File: config.mk
export PLATFORM = sky130hd
export DESIGN_NAME = pipe_stage_reg
export DESIGN_NICKNAME = d
export VERILOG_FILES = /design/src/rtl/pipe_stage_reg.sv
export SDC_FILE = /design/constraint.sdc
export NUM_CORES = 1
export LEC_CHECK = 0
export BUFFER_PORTS_ARGS = -buffer_cell sky130_fd_sc_hd__buf_2
export CORE_MARGIN = 1
export CORE_UTILIZATION = 32
export DETAILED_ROUTE_END_ITERATION = 6
export PLACE_DENSITY = 0.69
export SLEW_MARGIN = 20
export SYNTH_ARGS = -nofsm -noshare
export SYNTH_HDL_FRONTEND = slang
export SYNTH_SLANG_ARGS = --single-unit
export TNS_END_PERCENT = 1
File: constraint.sdc
create_clock -name clk -period 1.9 [get_ports clk]
set_input_delay 0 -clock clk [delete_from_list [all_inputs] [get_ports clk]]
set_output_delay 0 -clock clk [all_outputs]
set_load 0.05 [all_outputs]
File: src/rtl/pipe_stage_reg.sv
// pipe_stage_reg
// One pipeline stage register for an in-order MIPS-style pipeline.
// Holds the instruction slot (valid, PC, instruction word, destination
// register, Tnew, payload words, exception code, branch-delay flag) and
// counts the number of cycles in which the stage held a bubble.
//
// Parameters
//   DATA_W           width of one payload word
//   NUM_WORDS        payload word count (ALU result, RD2, HI, LO)
//   TNEW_W           Tnew field width
//   AGE_ON_STALL     1: held Tnew keeps counting down while stalled
//   KEEP_PC_ON_FLUSH 1: a flush still loads PC and BD from upstream
//
// Ports
//   clk        rising-edge clock
//   reset      asynchronous, active-low reset
//   stall      hold the stage contents (Tnew may still age)
//   flush      replace the stage contents with a bubble (wins over stall)
//   in_*       upstream slot fields
//   out_*      registered slot fields
//   bubble_cnt saturating count of edges seen with out_valid low
module pipe_stage_reg #(
  parameter int unsigned DATA_W           = 32,
  parameter int unsigned NUM_WORDS        = 4,
  parameter int unsigned TNEW_W           = 2,
  parameter int unsigned AGE_ON_STALL     = 1,
  parameter int unsigned KEEP_PC_ON_FLUSH = 1
) (
  input  logic                        clk,
  input  logic                        reset,
  input  logic                        stall,
  input  logic                        flush,
  input  logic                        in_valid,
  input  logic [31:0]                 in_pc,
  input  logic [31:0]                 in_instr,
  input  logic [4:0]                  in_a3,
  input  logic [TNEW_W-1:0]           in_tnew,
  input  logic [NUM_WORDS*DATA_W-1:0] in_data,
  input  logic [4:0]                  in_exc,
  input  logic                        in_bd,
  output logic                        out_valid,
  output logic [31:0]                 out_pc,
  output logic [31:0]                 out_instr,
  output logic [4:0]                  out_a3,
  output logic [TNEW_W-1:0]           out_tnew,
  output logic [NUM_WORDS*DATA_W-1:0] out_data,
  output logic [4:0]                  out_exc,
  output logic                        out_bd,
  output logic [15:0]                 bubble_cnt
);

  typedef enum logic [1:0] {
    ACT_LOAD  = 2'd0,
    ACT_STALL = 2'd1,
    ACT_FLUSH = 2'd2
  } action_e;

  action_e                      action;

  logic                         nxt_valid;
  logic [31:0]                  nxt_pc;
  logic [31:0]                  nxt_instr;
  logic [4:0]                   nxt_a3;
  logic [TNEW_W-1:0]            nxt_tnew;
  logic [NUM_WORDS*DATA_W-1:0]  nxt_data;
  logic [4:0]                   nxt_exc;
  logic                         nxt_bd;
  logic [15:0]                  nxt_bubble_cnt;

  // Saturating decrement: Tnew counts down to 0 and stays there.
  function automatic logic [TNEW_W-1:0] tnew_dec(input logic [TNEW_W-1:0] t);
    tnew_dec = (t != '0) ? t - TNEW_W'(1) : '0;
  endfunction

  // Flush outranks stall, stall outranks load.
  always_comb begin
    action = ACT_LOAD;
    if (flush)      action = ACT_FLUSH;
    else if (stall) action = ACT_STALL;
  end

  always_comb begin
    nxt_valid = out_valid;
    nxt_pc    = out_pc;
    nxt_instr = out_instr;
    nxt_a3    = out_a3;
    nxt_tnew  = out_tnew;
    nxt_data  = out_data;
    nxt_exc   = out_exc;
    nxt_bd    = out_bd;
    unique case (action)
      ACT_FLUSH: begin
        nxt_valid = 1'b0;
        nxt_instr = '0;
        nxt_a3    = '0;
        nxt_tnew  = '0;
        nxt_data  = '0;
        nxt_exc   = '0;
        if (KEEP_PC_ON_FLUSH != 0) begin
          nxt_pc = in_pc;
          nxt_bd = in_bd;
        end else begin
          nxt_pc = '0;
          nxt_bd = 1'b0;
        end
      end
      ACT_STALL: begin
        if (AGE_ON_STALL != 0) nxt_tnew = tnew_dec(out_tnew);
      end
      default: begin
        nxt_valid = in_valid;
        nxt_pc    = in_pc;
        nxt_instr = in_instr;
        nxt_data  = in_data;
        nxt_exc   = in_exc;
        nxt_bd    = in_bd;
        // A non-instruction must never look like a pending register write.
        nxt_a3    = in_valid ? in_a3 : '0;
        nxt_tnew  = in_valid ? tnew_dec(in_tnew) : '0;
      end
    endcase
  end

  // Counts on the registered valid, so it is independent of stall/flush.
  always_comb begin
    nxt_bubble_cnt = bubble_cnt;
    if (!out_valid && bubble_cnt != '1) nxt_bubble_cnt = bubble_cnt + 16'd1;
  end

  always_ff @(posedge clk or negedge reset) begin
    if (!reset) begin
      out_valid  <= 1'b0;
      out_pc     <= '0;
      out_instr  <= '0;
      out_a3     <= '0;
      out_tnew   <= '0;
      out_data   <= '0;
      out_exc    <= '0;
      out_bd     <= 1'b0;
      bubble_cnt <= '0;
    end else begin
      out_valid  <= nxt_valid;
      out_pc     <= nxt_pc;
      out_instr  <= nxt_instr;
      out_a3     <= nxt_a3;
      out_tnew   <= nxt_tnew;
      out_data   <= nxt_data;
      out_exc    <= nxt_exc;
      out_bd     <= nxt_bd;
      bubble_cnt <= nxt_bubble_cnt;
    end
  end

endmodule

# Yosys cells after proc, flatten, opt, wreduce, memory -nomap -nowiden
# Index checks and enable logic that the tools add are counted.
# W data, S select, Z words.
[classes] add_sub_neg=3 eq_ne=3 mux=12 reduce_logical=4
[ops] cell="$pmux W128 S2" count=1
[ops] cell="$pmux W32 S2" count=1
[ops] cell="$pmux W5 S2" count=2
[ops] cell="$add A16 B1 Y16 const B" count=1
[ops] cell="$ne A16 B16 Y1 const B" count=1
[ops] cell="$mux W2" count=4
[ops] cell="$mux W5" count=1
[ops] cell="$pmux W2 S2" count=1
[ops] cell="$reduce_bool A2 Y1" count=2
[ops] cell="$sub A2 B1 Y2 const B" count=2
[ops] cell="$eq A2 B1 Y1 const B" count=1
[ops] cell="$eq A2 B2 Y1 const B" count=1
[ops] cell="$pmux W1 S2" count=1
[ops] cell="$logic_and A1 B1 Y1" count=1
[ops] cell="$logic_not A1 Y1" count=1
[ops] cell="$mux W1" count=1
[totals] reg_bits=222 input_bits=210 word_cells=31

# Depth between registers and ports, before layout
[logic_depth] depth_word=4 depth_mapped=6 depth_no_buf=5

# Worst setup path before layout
# OpenSTA, ideal clock, no wires.
[synth_path] path_type="reg-to-reg" startpoint="register bubble_cnt[0]" endpoint="register bubble_cnt[8]" arrival_ns=1.766 required_time_ns=1.775 path_slack_ns=0.009 path_stages_with_launch=6 n_path_buf=0 period_less_slack_ns=1.891 path_cell_list="dfrtp_1 -> ha_1 -> and3b_1 -> nand4_1 -> nor2_1 -> mux2_2"
[synth_between] elab_chain_len=2 word_cells_on_any_way=3 classes_between="1 x add/sub; 1 x eq/ne; 1 x reduce/logical"
[synth_rtl] element="from (decl)" line="49" text="output logic [15:0] bubble_cnt"
[synth_rtl] element="from (signal assigned)" line="150" text="bubble_cnt <= nxt_bubble_cnt;"
[synth_rtl] element="branches (longest 2 deep; another with $add A16 B1 Y16)"
# Several ways; the timed one is not identified.
# A chain may end at the register's enable or synchronous reset.

==> reports/metrics.csv <==
stage,metric,value,unit
run_status,status,"complete, no violations",
power_and_ir_drop,maximum vdd drop,0.7284,mV
floorplan,Die W,168.9,um
logic_synthesis,top post-synthesis cells by count,"dfrtp_1 (222), nor2_1 (172), mux2i_1 (167), mux2_2 (33), buf_2 (22)",
routing,First-pass DRT Iterations,4,
logic_synthesis,Yosys top cell area share,62.29,%
logic_synthesis,Synth area leaders,"dfrtp_1 (62%), mux2i_1 (19%), nor2_1 (7.2%), mux2_2 (4.2%), buf_2 (1.2%)",
routing,number of DRC markers in iteration 0,388,
timing,max_slew headroom,58.96,%
timing,Highest Clock Rate,556.9,MHz
setup_path,Crit. Startpoint,out_data[122]$_DFFE_PN0N_,
setup_path,CP cell instances,"mux2i_1, dlygate4sd3_1, nor2_1, dlygate4sd3_1",
floorplan,initial core utilization,32.82,%
place,HPWL Detailed,16910,um
global_route,GR Util All Layers,20.06,%
logic_synthesis,Seq cells post-synth,222,
global_route,largest net degree at the start of global routing,82,
global_route,first-pass GRT wire length,45660,um
logic_synthesis,Post-synth EDFFs,0,
floorplan,FP Rows,60,
timing,final setup fails,0,
timing,"Slew Viols, Final",0,
power_and_ir_drop,Lkg Pwr,7.976,nW
floorplan,core footprint,27180,um2
timing,Hold Fails Final Rpt,0,
clocking,root buf cell,clkbuf_16,
setup_path,reg2reg start,out_data[122]$_DFFE_PN0N_,
setup_path,Crit path top cell by count,dlygate4sd3_1,
logic_synthesis,Async SR Flop Fraction,100.0,%
floorplan,IO Pins,432,
setup_path,critical path required time,2.31,ns
floorplan,Die ar.,28540,um2
routing,vias post-DR,8192,
logic_synthesis,syn nets,915,
finish,fin util,54.96,%
logic_synthesis,cell taking the most area after synthesis,dfrtp_1,
setup_path,CP arrival,2.21,ns
setup_path,kind of cell adding the most delay to the critical path,buffers and inverters,
timing,crit share post-route,94.51,%
timing,setup_tns,0,ns
min_path,HP Start,flush,
clocking,CTS tree,done,
setup_path,Buf/Inv on CP,2,
logic_synthesis,YS warnings,0,
power_and_ir_drop,PwrDens,900.6,nW/um2
routing,Routed Antenna Nets,0,
timing,clk_skew,0.007120,ns
timing,RSZ-0062 raised after global routing,no,
setup_path,Setup Crit Path Kind,flop to flop,
global_route,grt total ovfl,0,
place,Buffers on Ports,431,
flow_run,Max Cap Violations,0,
clocking,CTS Buf Count,25,
min_path,Hold Crit Class,input port to flop,
clocking,H-tree levels,1,
routing,DRT Wirelength,29260,um
floorplan,Die Height,168.9,um
logic_synthesis,synthesized area per cell,12.67,um2
finish,Fillers,2160,
place,routability cong.,0.8388,
logic_synthesis,Mapped Cells,704,
logic_synthesis,Synth Flop Type,dfrtp_1,
logic_synthesis,Synth Cell Area,8919,um2
clocking,clock latency on the worst-skew pair,0.53,ns
setup_path,crit path capture type,flop,
clocking,"Clk pin slew, worst setup/hold paths",0.06,ns
finish,nets@finish,1600,
global_route,antenna violations before repair,0,
timing,Slew @ Worst Pin,0.6130,ns
logic_synthesis,"count leader, synth",dfrtp_1,
logic_synthesis,sequential share of the synthesized area,62.29,%
global_route,vias in the first global route,8921,
setup_path,critical path peak fanout,2,
clocking,clock buffer depth,3,
finish,share of cells above drive strength 1,37.60,%
routing,Residual DRC,0,
timing,Tmin final,1.796,ns
setup_path,CP max stage delay,0.57,ns
finish,Area growth syn-to-layout,67.48,%
setup_path,Worst path slowest cell,dlygate4sd3_1,
clocking,Post-CTS Setup Inserts,0,
routing,routed vias/inst,4.605,
setup_path,startpoint types,flop,
finish,ant diodes,0,
clocking,Clock Sinks,222,
routing,wire per inst,16.44,um
logic_synthesis,"Distinct cells, synth",36,
## routing by layer
| layer | vias to the layer above | GRT usage (%) | wire length, um |
|---|---|---|---|
| met4 | 0 | 9.249 | 1224 |
| met2 | 361 | 36.33 | 14710 |
| met5 | - | 0 | 0 |
| met1 | 3982 | 22.15 | 11190 |
| li1 | 3757 | - | - |
| met3 | 92 | 4.746 | 2132 |
## cells in the final DEF, fill, tap and decap left out, types with 2 or more instances in the layout
cell type,n
buf_2,428
dlygate4sd3_1,254
dfrtp_1,222
nor2_1,172
mux2i_1,167
mux2_2,33
clkbuf_16,25
buf_4,12
nand2_1,10
clkbuf_8,9
clkbuf_1,6
a22o_1,5
nor3_1,5
a21oi_1,5
buf_12,5
nand3_1,4
nand4_1,4
xnor2_1,4
inv_1,4
a31oi_1,3
xor2_1,3
inv_6,2
clkinv_2,2
buf_8,2
## cell families after synthesis
group / synth area share, %
and+or+nand+nor: 9.933
buffers and inverters: 2.287
AOI/OAI and AO/OA: 1.459
xor gates and xnor gates: 0.6874
adders and majority gates: 0.1403
DFF: 62.29
muxes: 23.20
## stage by stage
| step | setup slack, ns | power, W | cells | hold slack (ns) | cell area [um2] |
|---|---|---|---|---|---|
| floorplan | 0.008966 | 0.007320 | 704 | -0.2956 | 8919 |
| global placement | 0.2670 | 0.008196 | 1480 | -0.05043 | 11560 |
| detailed placement | 0.2469 | 0.008240 | 1480 | -0.04652 | 11560 |
| CTS | 0.1302 | 0.01354 | 1779 | 0.1190 | 14940 |
| global route | 0.01661 | 0.01399 | 1779 | 0.1546 | 14940 |
| finish | 0.1043 | 0.01345 | 1779 | 0.1258 | 14940 |
## layout make-up
class                      count  area [um2]  share of cell area (%)
clock inverter                 5       57.56                  0.3853
timing repair buffer         701        4905                   32.84
multi-input combinational    435        3167                   21.20
sequential                   222        5555                   37.19
clock buffer                  40       772.0                   5.168
tap                          372       465.4                   3.116
inverter                       4       15.01                  0.1005
## report_power, final
part	switching, W	total [W]	internal (W)
Clock	0.00189	0.00480	0.00291
Combinational	0.00212	0.00328	0.00116
Sequential	0.000288	0.00537	0.00508
Total	0.00431	0.0135	0.00915
## timing repair
item                      4_1_cts  5_1_grt
hold endpoints to repair      428        0
hold buffers                  254        0
gates resized for setup         0        0
## registers in the layout, indices dropped and copies added, names as in the netlist
signal and cells:
out_tnew 2, out_valid 1, out_a3 5, out_exc 5, out_instr 32, out_bd 1
out_data 128, out_pc 32, bubble_cnt 16
## worst paths after layout
check	depth (start not counted)	endpoint	slack [ns]
worst min-delay path	3	out_data[61]$_DFFE_PN0N_	0.13
worst min register to register	1	out_a3[4]$_DFFE_PN0N_	0.50
min in group asynchronous	3	out_data[72]$_DFFE_PN0N_	0.52
worst max-delay path	4	out_data[122]$_DFFE_PN0N_	0.10
worst max register to register	4	out_data[122]$_DFFE_PN0N_	0.10
max in group asynchronous	4	out_data[19]$_DFFE_PN0N_	0.25
## worst min-delay path, cell delays in order
cell and delay (ns):
buf_4 0.22, buf_12 0.23, nor2_1 0.13
No activity file was read; power rests on OpenSTA's default activity.
